**src/rtl/irq_pkg.sv**
```systemverilog
// Shared constants for the J1 IO-mapped interrupt controller: register offsets and default base.
package irq_pkg;

  localparam logic [15:0] IRQ_BASE_DEFAULT = 16'h0040;

  typedef enum logic [2:0] {
    IRQ_OFS_PENDING = 3'd0,
    IRQ_OFS_ENABLE  = 3'd1,
    IRQ_OFS_EDGE    = 3'd2,
    IRQ_OFS_FORCE   = 3'd3,
    IRQ_OFS_VECTOR  = 3'd4
  } irq_ofs_e;

endpackage

```
**src/rtl/prio_onehot8.sv**
```systemverilog
// Highest-index-wins priority picker: one-hot of the top set bit, its index, and a valid flag.
module prio_onehot8 (
  input  logic [7:0] req,
  output logic [7:0] onehot,
  output logic [2:0] idx,
  output logic       valid
);

  always_comb begin
    onehot = '0;
    idx    = '0;
    valid  = 1'b0;
    // Ascending scan so the last hit, i.e. the highest index, wins.
    for (int unsigned i = 0; i < 8; i++) begin
      if (req[i]) begin
        onehot    = '0;
        onehot[i] = 1'b1;
        idx       = 3'(i);
        valid     = 1'b1;
      end
    end
  end

endmodule

```
**src/rtl/irq_ctrl.sv**
```systemverilog
// Interrupt controller: syncs 8 event lines, latches pending (edge/level), masks, and drives a
// registered one-hot request to the CPU; software access via IO-mapped registers.
module irq_ctrl
  import irq_pkg::*;
#(
  parameter logic [15:0] BASE_ADDR = IRQ_BASE_DEFAULT,
  parameter int          NSRC      = 8
) (
  input  logic        clk,
  input  logic        reset,
  input  logic        io_rd,
  input  logic        io_wr,
  input  logic [15:0] io_addr,
  input  logic [15:0] io_wdata,
  output logic [15:0] io_rdata,
  input  logic [7:0]  src,
  output logic [7:0]  int_rqst
);

  if (NSRC != 8) begin : g_nsrc_check
    $error("irq_ctrl supports exactly 8 sources");
  end

  logic [7:0]  s1, s2, s3;
  logic [7:0]  pending, enable, edge_mode;
  logic        sel, wr_hit, rd_hit;
  logic [2:0]  ofs;
  logic [7:0]  clr, frc, pend_nxt, active;
  logic [7:0]  top_onehot;
  logic [2:0]  top_idx;
  logic        top_valid;
  logic [15:0] rdata_nxt;
  logic        unused_wdata_hi;

  assign unused_wdata_hi = ^io_wdata[15:8];

  assign sel    = (io_addr[15:3] == BASE_ADDR[15:3]);
  assign ofs    = io_addr[2:0];
  assign wr_hit = io_wr & sel;
  assign rd_hit = io_rd & sel;
  assign active = pending & enable;

  prio_onehot8 u_prio (
    .req    (active),
    .onehot (top_onehot),
    .idx    (top_idx),
    .valid  (top_valid)
  );

  always_comb begin
    clr = '0;
    frc = '0;
    if (wr_hit && ofs == IRQ_OFS_PENDING) clr = io_wdata[7:0];
    if (wr_hit && ofs == IRQ_OFS_FORCE)   frc = io_wdata[7:0];
    // Edge lanes: set (rise or force) overrides W1C; level lanes track the synced line.
    pend_nxt = (edge_mode & ((pending & ~clr) | (s2 & ~s3) | frc))
             | (~edge_mode & (s2 | frc));
  end

  always_comb begin
    rdata_nxt = '0;
    case (ofs)
      IRQ_OFS_PENDING: rdata_nxt = {8'h00, pending};
      IRQ_OFS_ENABLE:  rdata_nxt = {8'h00, enable};
      IRQ_OFS_EDGE:    rdata_nxt = {8'h00, edge_mode};
      IRQ_OFS_FORCE:   rdata_nxt = {8'h00, s2};
      IRQ_OFS_VECTOR:  rdata_nxt = {top_valid, 12'h000, top_idx};
      default:         rdata_nxt = '0;
    endcase
  end

  always_ff @(posedge clk) begin
    if (reset) begin
      s1        <= '0;
      s2        <= '0;
      s3        <= '0;
      pending   <= '0;
      enable    <= '0;
      edge_mode <= '0;
      io_rdata  <= '0;
      int_rqst  <= '0;
    end else begin
      s1       <= src;
      s2       <= s1;
      s3       <= s2;
      pending  <= pend_nxt;
      int_rqst <= top_onehot;
      if (wr_hit && ofs == IRQ_OFS_ENABLE) enable    <= io_wdata[7:0];
      if (wr_hit && ofs == IRQ_OFS_EDGE)   edge_mode <= io_wdata[7:0];
      if (rd_hit)                          io_rdata  <= rdata_nxt;
    end
  end

  a_rqst_onehot0 : assert property (@(posedge clk) disable iff (reset) $onehot0(int_rqst));

endmodule

```
**config.mk**
```make
export PLATFORM = sky130hd
export DESIGN_NAME = irq_ctrl
export DESIGN_NICKNAME = d
export VERILOG_FILES = /design/src/rtl/irq_pkg.sv /design/src/rtl/prio_onehot8.sv /design/src/rtl/irq_ctrl.sv
export SDC_FILE = /design/constraint.sdc
export NUM_CORES = 1
export LEC_CHECK = 0
export ABC_AREA = 1
export CORE_MARGIN = 2
export CORE_UTILIZATION = 30
export CTS_CLUSTER_DIAMETER = 40
export CTS_CLUSTER_SIZE = 8
export DETAILED_ROUTE_END_ITERATION = 12
export PLACE_DENSITY_LB_ADDON = 0.12
export REMOVE_ABC_BUFFERS = 1
export SYNTH_ARGS = -nofsm -noshare
export SYNTH_HDL_FRONTEND = slang
export SYNTH_SLANG_ARGS = --single-unit
```
**constraint.sdc**
```tcl
create_clock -name clk -period 1.5 [get_ports clk]
set_input_delay 0.375 -clock clk [delete_from_list [all_inputs] [get_ports clk]]
set_output_delay 0.375 -clock clk [all_outputs]
set_load 0.05 [all_outputs]
```
==> flow_summary_export.csv <==
group,metric,value,unit
finish,drive_gt1_share,24.3,%
global_route,grt_pass1_wl,12400,µm
die,boundaryPins,68,
status,status,"finished, final reports clean",
synth,synth_top_area_share,45.3,%
power,irDropWorstVdd,0.456,mV
route,num_vias,2652,
timing,finalCritPeriodShare,93.5,%
timing,hold_viol,0,
finish,insertedDiodeCount,0,
synth,seq_area_frac_synth,45.3,%
timing,skew,0.00382,ns
clock_network,clock-root-buffer,"clkbuf_8",
timing,timing.fmax,713,MHz
setup_path,crit_path_max_fanout,8,
global_route,grt_pass1_vias,2554,
clock_network,path_clk_slew,0.07,ns
synth,async_flop_share,0,%
timing,whs,0.404,ns
setup_path,ff2ff_setup_slack,0.24,ns
synth,synthCells,379,
route,ant_nets,0,
synth,synth_flop_cell,"dfxtp_1",
die,rows,35,
setup_path,r2r_end,"int_rqst[0]$_SDFF_PP0_",
setup_path,r2r_start,"pending[7]$_SDFF_PP0_",
setup_path,arrival,1.68,ns
synth,synthTopCellsByCount,"nand2_1 (88), dfxtp_1 (65), nor2_1 (45)",
synth,ys_ff_latch,65,
global_route,grt_max_degree,44,
die,dieArea,10400,µm²
timing,worst_slack,0.0978,ns
die,die-height,102,µm
finish,nets,499,
clock_network,clock_path_buffers,2,
clock_network,htreeDepth,3,
synth,synth_largest_area_cell,"dfxtp_1",
timing,rsz0062_at_grt,"false",
finish,final_util,44.9,%
die,coreArea,9280,µm²
power,p_leak,1.83,nW
route,detail_route.wl_per_cell,13.1,µm
placement,gp_congestion,0.829,
placement,portBuffers,52,
timing,setup_violations,0,
finish,syn2layout_area_growth,45.1,%
setup_path,critPathLaunchType,"input port",
die,die_w,102,µm
placement,place_ws,-0.502,ns
die,start_util,31.0,%
route,drtIter0Drc,100,
clock_network,numCtsBuffers,9,
synth,yosysMostFrequentCell,"nand2_1",
synth,ys_warn_count,0,
timing,drv_slew,0,
route,routed_wirelength,7710,µm
timing,setup_tns,0,ns
clock_network,hold_buffers,0,
global_route,grt_overflow,0,
setup_path,required,1.78,ns
route,route.detailed.drc,0,
setup_path,r2r_cells,5,
setup_path,crit_start,"io_addr[8]",
placement,place_inst,571,
synth,synth-edff-count,0,
flow_run,maxCapViolCount,0,
global_route,grt_use_total,15.9,%
timing,layout_min_cycle_time,1.40,ns
clock_network,cts_tree,"built",
clock_network,cts.sinks,65,
clock_network,post_cts_buffers,0,
synth,synth.top_cells.by_area,"dfxtp_1 (45%), nand2_1 (11%), a21oi_1 (5.9%)",
synth,netlist_area,2880,µm²
setup_path,cp-endpoint,"pending[0]$_SDFF_PP0_",
finish,fin_cells,589,
setup_path,end_kind,"register",
placement,dp_hpwl,5390,µm
synth,syn-mean-instance-area,7.59,µm²
hold_path,hold_path_class,"reg -> reg",
route,viasPerCell,4.50,
power,power.density,944,nW/µm²
synth,ys_types,31,
route,drt-pass1-iter-count,4,
clock_network,clock_latency,0.34,ns
global_route,grt_antenna_before_repair,0,
setup_path,critPathKind,"in -> reg",
## registers in the layout, indices dropped and copies added (netlist names)
register,cells
edge_mode,8
enable,8
int_rqst,8
io_rdata,9
pending,8
s1,8
s2,8
s3,8
## critical path, stage by stage
cell	delay [ns]
dlygate4sd2_1	0.27
nor2_1	0.14
nand3_2	0.14
nor2_8	0.19
nand2_8	0.10
nor2_8	0.24
a21oi_2	0.10
a21oi_2	0.12
## cell usage in the layout, fill, tap and decap left out, types with 2 or more instances in the layout
| cell type | count |
|---|---|
| a21oi_1 | 26 |
| a21oi_2 | 17 |
| buf_12 | 20 |
| buf_4 | 16 |
| bufinv_16 | 3 |
| clkbuf_8 | 10 |
| clkdlybuf4s50_1 | 18 |
| clkinv_2 | 2 |
| conb_1 | 7 |
| dfxtp_1 | 65 |
| dlygate4sd2_1 | 14 |
| inv_1 | 37 |
| inv_2 | 7 |
| nand2_1 | 86 |
| nand2_2 | 2 |
| nand3_1 | 7 |
| nand3_2 | 5 |
| nand4_1 | 10 |
| nor2_1 | 44 |
| nor2_2 | 4 |
| nor2_4 | 2 |
| nor2_8 | 4 |
| o2111ai_1 | 5 |
| o21ai_0 | 3 |
| o21ai_1 | 18 |
| or2_2 | 8 |
## power by group
| group | internal, mW | total, mW | switching [mW] |
|---|---|---|---|
| logic | 0.143 | 0.349 | 0.206 |
| registers | 1.76 | 1.77 | 0.0108 |
| clock network | 1.15 | 1.82 | 0.676 |
| total | 3.05 | 3.94 | 0.893 |
## stage by stage
step | cell area [µm²] | power, mW
global route | 4170 | 4.12
floorplan | 2810 | 1.95
global placement | 3840 | 2.15
CTS | 4160 | 4.00
detailed placement | 3840 | 2.15
finish | 4170 | 3.94
## layer usage
layer	part of all wire, %	GRT usage [%]	vias up
li1	-	-	1359
met5	0	0	-
met1	48	20.9	1206
met2	45	24.5	74
met4	2.2	7.69	0
met3	5.0	3.69	13
## cells by family (layout without fill, tap and decap cells)
family | count (synthesis) | in the layout | synth area share, %
buffers and inverters | 61 | 135 | 9.23
AOI/OAI and AO/OA | 71 | 71 | 14.5
other | 1 | 7 | 0.130
DFF | 65 | 65 | 45.3
and+or+nand+nor | 181 | 182 | 30.9
## worst min-delay path by stage
stage,start,end,slack [ns],cells after the start
after detailed placement,s1[3]$_SDFF_PP0_,s2[3]$_SDFF_PP0_,0.39,2
after CTS,s1[6]$_SDFF_PP0_,s2[6]$_SDFF_PP0_,0.41,2
final,s1[0]$_SDFF_PP0_,s2[0]$_SDFF_PP0_,0.40,2
after global placement,s1[3]$_SDFF_PP0_,s2[3]$_SDFF_PP0_,0.39,2
after floorplan,s1[0]$_SDFF_PP0_,s2[0]$_SDFF_PP0_,0.39,2
after global routing,s1[6]$_SDFF_PP0_,s2[6]$_SDFF_PP0_,0.42,2
## area by class of cell
type,count,area (µm²)
fill,942,5110
multi-input combinational,260,1420
sequential,65,1300
timing repair buffer,72,862
inverter,46,180
tap,129,161
clock buffer,11,141
clock inverter,5,103
timing repair inverter,1,5.00
## what timing repair did
action	in CTS	in global routing
gates cloned	2	0
resized for setup	35	3
endpoints found under the hold margin	0	0
pin swaps	23	7
setup endpoints to repair	33	15
Power figures use the tool's default switching activity.
